--- src/rtl/vga_sync_decoder_pkg.sv ---
// rtl/vga_sync_decoder_pkg.sv - default 640x480@60 timing, counter limits and lock FSM states
package vga_sync_decoder_pkg;

  // Default horizontal timing in pixel clocks
  localparam int DEF_H_VIS  = 640;
  localparam int DEF_H_FP   = 16;
  localparam int DEF_H_SYNC = 96;
  localparam int DEF_H_BP   = 48;

  // Default vertical timing in lines
  localparam int DEF_V_VIS  = 480;
  localparam int DEF_V_FP   = 10;
  localparam int DEF_V_SYNC = 2;
  localparam int DEF_V_BP   = 33;

  // The column counter parks here when HSYNC disappears
  localparam logic [10:0] HCNT_MAX = 11'd2047;
  localparam logic [7:0]  ERR_MAX  = 8'd255;

  // Lock progression shared with the sync generators
  typedef enum logic [1:0] {
    SEARCH  = 2'd0,
    MEASURE = 2'd1,
    LOCKED  = 2'd2
  } sync_state_t;

endpackage

--- src/rtl/vga_sync_decoder_sync_sampler.sv ---
// rtl/vga_sync_decoder_sync_sampler.sv - registers one sync input and flags its falling edge
module vga_sync_decoder_sync_sampler (
  input  logic clk,
  input  logic reset,
  input  logic din,
  output logic fall
);

  logic level;
  logic level_d;

  // Single capture stage plus a one-clock delayed copy for edge detection.
  // Both reset low so a sync line that is already low after reset is not
  // mistaken for a fresh falling edge.
  always_ff @(posedge clk) begin
    if (reset) begin
      level   <= 1'b0;
      level_d <= 1'b0;
    end else begin
      level   <= din;
      level_d <= level;
    end
  end

  assign fall = level_d & ~level;

endmodule

--- src/rtl/vga_sync_decoder.sv ---
// rtl/vga_sync_decoder.sv - checks HSYNC/VSYNC against configured timing and recovers pixel coordinates
module vga_sync_decoder
  import vga_sync_decoder_pkg::*;
#(
  parameter int H_VIS  = DEF_H_VIS,
  parameter int H_FP   = DEF_H_FP,
  parameter int H_SYNC = DEF_H_SYNC,
  parameter int H_BP   = DEF_H_BP,
  parameter int V_VIS  = DEF_V_VIS,
  parameter int V_FP   = DEF_V_FP,
  parameter int V_SYNC = DEF_V_SYNC,
  parameter int V_BP   = DEF_V_BP
) (
  input  logic       clk,
  input  logic       reset,
  input  logic       VGA_HSYNC,
  input  logic       VGA_VSYNC,
  output logic [9:0] hpos,
  output logic [9:0] vpos,
  output logic       active,
  output logic       locked,
  output logic       frame_start,
  output logic       timing_error,
  output logic [7:0] err_count
);

  localparam int H_TOTAL = H_VIS + H_FP + H_SYNC + H_BP;
  localparam int V_TOTAL = V_VIS + V_FP + V_SYNC + V_BP;
  localparam int H_OFF   = H_SYNC + H_BP;
  localparam int V_OFF   = V_SYNC + V_BP;

  localparam logic [10:0] H_LAST  = 11'(H_TOTAL - 1);
  localparam logic [10:0] H_END   = 11'(H_TOTAL);
  localparam logic [10:0] H_START = 11'(H_OFF);
  localparam logic [10:0] H_STOP  = 11'(H_OFF + H_VIS);
  localparam logic [9:0]  V_LAST  = 10'(V_TOTAL - 1);
  localparam logic [9:0]  V_START = 10'(V_OFF);
  localparam logic [9:0]  V_STOP  = 10'(V_OFF + V_VIS);

  logic        hs_fall;
  logic        vs_fall;
  logic [10:0] hcnt;
  logic [9:0]  vcnt;
  logic        h_valid;
  logic        vs_pending;
  sync_state_t state;
  sync_state_t state_n;

  logic        frame_edge;
  logic        checking;
  logic        line_err;
  logic        frame_err;
  logic        frame_ok;
  logic        fail;
  logic        h_in;
  logic        v_in;
  logic        act_n;
  logic [10:0] hoff;
  logic [9:0]  voff;

  vga_sync_decoder_sync_sampler u_hs (
    .clk   (clk),
    .reset (reset),
    .din   (VGA_HSYNC),
    .fall  (hs_fall)
  );

  vga_sync_decoder_sync_sampler u_vs (
    .clk   (clk),
    .reset (reset),
    .din   (VGA_VSYNC),
    .fall  (vs_fall)
  );

  // A line that starts a new frame: pending vsync, or vsync falling on the same sample
  assign frame_edge = hs_fall & (vs_pending | vs_fall);

  // Checks only make sense once a line start has been seen and we are tracking
  assign checking  = h_valid & (state != SEARCH);
  assign line_err  = checking & (hs_fall ? (hcnt != H_LAST) : (hcnt == H_END));
  assign frame_err = checking & frame_edge & (vcnt != V_LAST);
  assign frame_ok  = checking & frame_edge & (vcnt == V_LAST);
  assign fail      = line_err | frame_err;

  // Column counter restarts on each line start and parks at its maximum if sync is lost
  always_ff @(posedge clk) begin
    if (reset) begin
      hcnt    <= '0;
      h_valid <= 1'b0;
    end else if (hs_fall) begin
      hcnt    <= '0;
      h_valid <= 1'b1;
    end else if (hcnt != HCNT_MAX) begin
      hcnt <= hcnt + 11'd1;
    end
  end

  // Row counter advances per line; a remembered vsync edge restarts it on the next line
  always_ff @(posedge clk) begin
    if (reset) begin
      vcnt       <= '0;
      vs_pending <= 1'b0;
    end else if (hs_fall) begin
      vcnt       <= (vs_pending | vs_fall) ? 10'd0 : vcnt + 10'd1;
      vs_pending <= 1'b0;
    end else if (vs_fall) begin
      vs_pending <= 1'b1;
    end
  end

  // Lock state register
  always_ff @(posedge clk) begin
    if (reset) begin
      state <= SEARCH;
    end else begin
      state <= state_n;
    end
  end

  // Lock progression: first frame edge starts a measurement, a clean frame locks, any failure drops out
  always_comb begin
    state_n = state;
    case (state)
      SEARCH: begin
        if (frame_edge) begin
          state_n = MEASURE;
        end
      end
      MEASURE: begin
        if (fail) begin
          state_n = SEARCH;
        end else if (frame_ok) begin
          state_n = LOCKED;
        end
      end
      LOCKED: begin
        if (fail) begin
          state_n = SEARCH;
        end
      end
      default: begin
        state_n = SEARCH;
      end
    endcase
  end

  // Visible window decode; gating with the next state lets active fall together with locked
  always_comb begin
    h_in  = (hcnt >= H_START) && (hcnt < H_STOP);
    v_in  = (vcnt >= V_START) && (vcnt < V_STOP);
    act_n = (state_n == LOCKED) && h_in && v_in;
    hoff  = hcnt - H_START;
    voff  = vcnt - V_START;
  end

  // Registered outputs, one clock behind the counters
  always_ff @(posedge clk) begin
    if (reset) begin
      hpos         <= '0;
      vpos         <= '0;
      active       <= 1'b0;
      locked       <= 1'b0;
      frame_start  <= 1'b0;
      timing_error <= 1'b0;
      err_count    <= '0;
    end else begin
      hpos         <= act_n ? hoff[9:0] : 10'd0;
      vpos         <= act_n ? voff : 10'd0;
      active       <= act_n;
      locked       <= (state_n == LOCKED);
      frame_start  <= act_n && (hcnt == H_START) && (vcnt == V_START);
      timing_error <= fail;
      if (fail && (err_count != ERR_MAX)) begin
        err_count <= err_count + 8'd1;
      end
    end
  end

endmodule

--- config.mk ---
export PLATFORM = sky130hd
export DESIGN_NAME = vga_sync_decoder
export DESIGN_NICKNAME = d
export VERILOG_FILES = /design/src/rtl/vga_sync_decoder_pkg.sv /design/src/rtl/vga_sync_decoder_sync_sampler.sv /design/src/rtl/vga_sync_decoder.sv
export SDC_FILE = /design/constraint.sdc
export NUM_CORES = 1
export LEC_CHECK = 0
export ABC_CLOCK_PERIOD_IN_PS = 4400
export CORE_UTILIZATION = 40
export CTS_CLUSTER_SIZE = 16
export DETAILED_ROUTE_END_ITERATION = 8
export PLACE_DENSITY_LB_ADDON = 0.12
export SLEW_MARGIN = 20
export SYNTH_ARGS = -nofsm -noshare
export SYNTH_HDL_FRONTEND = slang
export SYNTH_HIERARCHICAL = 1
export SYNTH_SLANG_ARGS = --single-unit
--- constraint.sdc ---
create_clock -name clk -period 4.4 [get_ports clk]
set_input_delay 0.88 -clock clk [delete_from_list [all_inputs] [get_ports clk]]
set_output_delay 0.88 -clock clk [all_outputs]
set_load 0.005 [all_outputs]
==> results.toml, run 1 <==
[worst_setup_path]
critPathKind = "reg2reg"
path_buf_inv = 1
critPathCapture = "hpos[3]"
reg2reg_setup_slack_ps = 2100
critical_path_required_ps = 4590
rr_startpoint = "hcnt[5]"
worst_setup_path_start_kind = "register"
ff2ff_path_depth = 7
slowest_delay_ps = 550
regToRegEndpoint = "hpos[3]"
critPathMaxFanout = 22
crit_start = "hcnt[5]"
crit_arrival_ps = 2490
crit_slowest_cell = "o211ai_4"
end_kind = "register"
path_depth = 7
critPathTopFamily = "compound AO/OA/AOI/OAI gates"
crit_path_cell_trace = "inv_1 > ha_1 > and2_1 > and4_1 > o22a_2 > o211ai_4 > nor2_1"

[pwr]
internal_power_w = 0.000904
power_leakage_nw = 1.16
finalPower_w = 0.00115
p_switching_w = 0.000244
pwr-share-seq_pct = 49.0
p_per_area_nw_per_um2 = 344
pwr-share-comb_pct = 2.9
swShare_pct = 21.2
clkPwrFrac_pct = 48.1
vdd_drop_max_mv = 0.194

[sta]
rsz0062_at_grt = "false"
finalCritPeriodShare_pct = 52.3
fin_ws_ps = 2100
tns_ps = 0
worstMarginPinSlew_ps = 712
clock.fmax_mhz = 435
finClkSkew_ps = 9.47
max-slew-margin-rel_pct = 52.0
finalHoldViolCount = 0
drv_slew = 0
finalCriticalPeriod_ps = 2300
finalSetupViolations = 0

[global_route]
grtUsageTotal_pct = 16.1
grt_pass1_vias = 1945
antenna_found_initial = 0
grt_pass1_wl_um = 9070
grt_remaining_overflow = 0
grt_max_degree = 23

[logic_synthesis]
synth_cells = 309
synth_edf_count = 0
async_flop_share_pct = 0
postSynthAreaPerCell_um2 = 8.89
yosys.area.top_type = "dfxtp_1"
synthTopCellsByArea = "dfxtp_1 (44%), nor2_1 (6.6%), xnor2_1 (4.8%), ha_1 (4.1%), a21oi_1 (3.1%)"
yosysMostFrequentCell = "dfxtp_1"
synthFlopType = "dfxtp_1"
synth_top_area_share_pct = 44.4
yosys-top-cells-count = "dfxtp_1 (61), nor2_1 (48), nand2_1 (20), a21oi_1 (17)"
ys_seq_area_share_pct = 44.4
ys_ff_latch = 61
netlist_area_um2 = 2750
synthesis.nets = 322
yosys_warnings = 6
ys_types = 49

[drt]
wl_per_cell_um = 12.2
wirelength_um = 5160
first_pass_iters = 6
viasPerCell = 5.03
vias = 2123
ant_nets = 0
post-route-drc-count = 7
drtIter0Drc = 114

[placed_design]
post-place-ws_ps = 1860
dp_hpwl_um = 3640
routabilityCongestion = 0.782
numPortBuffers = 35
placedCellCount = 406

[clock_tree]
cts_made_buffers = 9
insertion_delay_ps = 340
postCtsResizedCells = 0
hold_buffers = 0
cts_sinks = 61
cts_tree = "yes"
cts_buffer_depth = 2
clk_pin_slew_ps = 70
post-cts-setup-buffers = 0
cts_htree_levels = 3
clock-root-buffer = "clkbuf_8"

[status]
status = "finished with violations"
violations = "design-rule violations"

[cells_and_area]
drive_gt1_share_pct = 9.57
nNetsFinal = 353
finalNonFillerCells = 422
diodes = 0
fillers = 619
synthToLayoutAreaGrowth_pct = 21.3
fin_util_pct = 51.3

[floorplanning]
ios = 36
fp.dieArea_um2 = 7200
initial_core_util_pct = 42.3
die_x_um = 84.9
row_count = 29
core_area_um2 = 6490
die_h_um = 84.9

[min_path]
hold_depth = 1
hold_class = "reg2reg"

[job]
maxCapViolCount = 0
-- layout by cell type (no fill, tap or decap), drive strengths merged, types with 4 or more instances in the layout --
master,instances
dfxtp,61
nor2,48
clkdlybuf4s50,35
nand2,20
a21oi,17
inv,15
xnor2,15
nand3,11
clkbuf,10
nor3,10
ha,9
o21ai,8
xor2,7
nor2b,7
nand4,6
nand2b,5
and4,4
o31ai,4
a31oi,4
or3,4
-- stage by stage --
step | hold slack [ps] | area, µm²
6_report | 470 | 3330
3_5_place_dp | 462 | 3110
4_1_cts | 478 | 3330
5_1_grt | 496 | 3330
2_1_floorplan | 440 | 2750
3_3_place_gp | 450 | 3110
-- layer usage --
metal  GRT usage (%)  part of all wire (%)  vias up
met3            3.21                   3.7        9
met5               0                     0        -
met1            22.2                    53      935
met2            23.5                    41       45
li1                -                     -     1134
met4            9.24                   2.1        0
-- sequential cells by signal, summed over array words and instances (netlist names), 2 cells and up --
register and flops:
err_count 8, vcnt 10, hcnt 11, hpos 10
state 2, vpos 10
-- logic make-up after synthesis --
kind of cell | count (synthesis) | share of synthesized area, %
and+or+nand+nor | 135 | 26.6
DFF | 61 | 44.4
buffers and inverters | 32 | 5.74
adders and majority gates | 9 | 4.10
AOI/OAI and AO/OA | 50 | 12.1
xor gates and xnor gates | 22 | 7.01
-- worst min-delay path by stage --
stage | start | to | slack, ps
2_1_floorplan | u_hs/level | u_hs/level_d | 440
3_3_place_gp | u_hs/level | u_hs/level_d | 450
3_5_place_dp | u_hs/level | u_hs/level_d | 460
4_1_cts | u_hs/level | u_hs/level_d | 480
5_1_grt | u_hs/level | u_hs/level_d | 500
6_report | u_hs/level | u_hs/level_d | 470
-- layout make-up --
| class | count | area, µm² | area share (%) |
|---|---|---|---|
| sequential | 61 | 1220 | 36.7 |
| multi-input combinational | 216 | 1370 | 41.1 |
| inverter | 15 | 56.3 | 1.69 |
| tap | 77 | 96.3 | 2.89 |
| clock buffer | 10 | 138 | 4.13 |
| clock inverter | 6 | 86.3 | 2.59 |
| timing repair buffer | 37 | 365 | 11.0 |
-- power by group through the flow --
stage | Combinational [W] | Sequential, W | Clock (W)
floorplan | 0.0000242 | 0.000574 | 0
global placement | 0.0000333 | 0.000575 | 0
detailed placement | 0.0000334 | 0.000575 | 0
CTS | 0.0000335 | 0.000562 | 0.000567
global route | 0.0000385 | 0.000563 | 0.000594
finish | 0.0000332 | 0.000563 | 0.000552
Note: power is estimated with default switching activity, not from simulation.
==> inputs of run 2 (changes only) <==
- ABC_CLOCK_PERIOD_IN_PS: 4400 -> 2110
- clock period: 4.4 -> 2.11 ns (I/O delays scaled with it)
==> run 2 against run 1 <==
  * The flow still finishes with violations (design-rule violations)
  * Die area did not move
  * Critical path depth rose by 1
  * Global-route usage rose by 0.90 points
  * Largest power group unchanged
==> results.toml, run 2 (same netlist as run 1, synthesis figures left out) <==
[worst_setup_path]
critPathMaxFanout = 9
crit_slowest_cell = "or3_1"
ff2ff_path_depth = 8
path_buf_inv = 2
path_depth = 8
crit_arrival_ps = 2280
critPathTopFamily = "simple AND/OR/NAND/NOR gates"
slowest_delay_ps = 340
critical_path_required_ps = 2380
critPathCapture = "err_count[0]"
worst_setup_path_start_kind = "register"
end_kind = "register"
regToRegEndpoint = "err_count[0]"
critPathKind = "reg2reg"
rr_startpoint = "hcnt[1]"
crit_path_cell_trace = "inv_1 > ha_1 > nor3b_4 > a41oi_2 > o22a_2 > buf_4 > or3_1 > a21oi_1"
reg2reg_setup_slack_ps = 100
crit_start = "hcnt[1]"

[status]
violations = "design-rule violations"
status = "finished with violations"

[global_route]
grt_max_degree = 23
grt_pass1_vias = 2041
met1_usage_pct = 23.1
grt_pass1_wl_um = 9540
antenna_found_initial = 0
grt.busiest_layer = "met2"
grt_util_met2_pct = 24.8
grtUsageTotal_pct = 17.0
use_met3_pct = 5.45
grt_remaining_overflow = 0

[cells_and_area]
drive_gt1_share_pct = 14.9
finalNonFillerCells = 440
synthToLayoutAreaGrowth_pct = 26.1
multiInputGateArea_um2 = 1400
final_cell_mix = "dfxtp_1 (61), nor2_1 (48), clkdlybuf4s50_1 (35), buf_4 (21), nand2_1 (20)"
diodes = 0
regMostFlops = "hcnt"
fin_util_pct = 53.4
nNetsFinal = 372
fillers = 627
largest_reg_flops = 11
final_common_cell = "dfxtp_1"
register_area_um2 = 1220

[placed_design]
dp_hpwl_um = 3880
numPortBuffers = 35
routabilityCongestion = 0.824
placedCellCount = 422
post-place-ws_ps = 60.3

[clock_tree]
insertion_delay_ps = 340
cts_tree = "yes"
clock-root-buffer = "clkbuf_8"
cts_htree_levels = 3
cts_buffer_depth = 2
clk_pin_slew_ps = 70
cts_made_buffers = 9
cts_sinks = 61

[floorplanning]
row_count = 29
core_area_um2 = 6490
ios = 36
initial_core_util_pct = 42.3
fp.dieArea_um2 = 7200
die_x_um = 84.9
die_h_um = 84.9

[sta]
finalCritPeriodShare_pct = 95.3
finalSetupViolations = 0
max-slew-margin-rel_pct = 72.0
fin_ws_ps = 99.5
drv_slew = 0
finClkSkew_ps = 7.51
finalCriticalPeriod_ps = 2010
worstMarginPinSlew_ps = 417
hold_ws_ps = 461
clock.fmax_mhz = 497
finalHoldViolCount = 0

[pwr]
power_leakage_nw = 1.23
finalPower_w = 0.00223
p_per_area_nw_per_um2 = 643
vdd_drop_max_mv = 0.374

[drt]
wl_per_cell_um = 12.5
viasPerCell = 5.01
vias = 2205
post-route-drc-count = 6
ant_nets = 0
drtIter0Drc = 109
wirelength_um = 5480
first_pass_iters = 9

[min_path]
hold_class = "reg2reg"
min_from = "u_vs/level"

[job]
maxCapViolCount = 0
[run 2: where the power goes]
group | internal [W] | switching [W]
registers | 0.00116 | 0.0000109
clock network | 0.000532 | 0.000443
logic | 0.0000355 | 0.0000441
[run 2: worst min-delay path by stage]
stage | to | cells after the start | slack (ps)
floorplan | u_hs/level_d | 1 | 440
global placement | u_vs/level_d | 1 | 450
detailed placement | u_vs/level_d | 1 | 460
CTS | u_vs/level_d | 1 | 470
global route | u_vs/level_d | 1 | 500
finish | u_vs/level_d | 1 | 460
[run 2: area by class of cell]
type / count / share of cell area, %
tap: 77 / 2.78
multi-input combinational: 216 / 40.5
timing repair buffer: 56 / 14.7
clock buffer: 10 / 3.68
inverter: 15 / 1.62
sequential: 61 / 35.2
clock inverter: 5 / 1.52
[run 2: through the flow]
| step | cell area, µm² | TNS [ps] |
|---|---|---|
| after global placement | 3230 | 0 |
| after global routing | 3470 | -20.8 |
| after CTS | 3410 | 0 |
| final | 3470 | 0 |
| after floorplan | 2750 | 0 |
| after detailed placement | 3230 | 0 |
[run 2: what timing repair did]
| action | 4_1_cts | 5_1_grt |
|---|---|---|
| setup endpoints to repair | 0 | 22 |
| hold buffers | 0 | 0 |
| buffers inserted | 0 | 3 |
| gates resized for setup | 0 | 6 |
[run 2: layer usage]
layer,part of all wire (%),wire length [µm]
met5,0,0
met4,1.6,87
met3,4.2,230
met2,42,2300
met1,52,2870
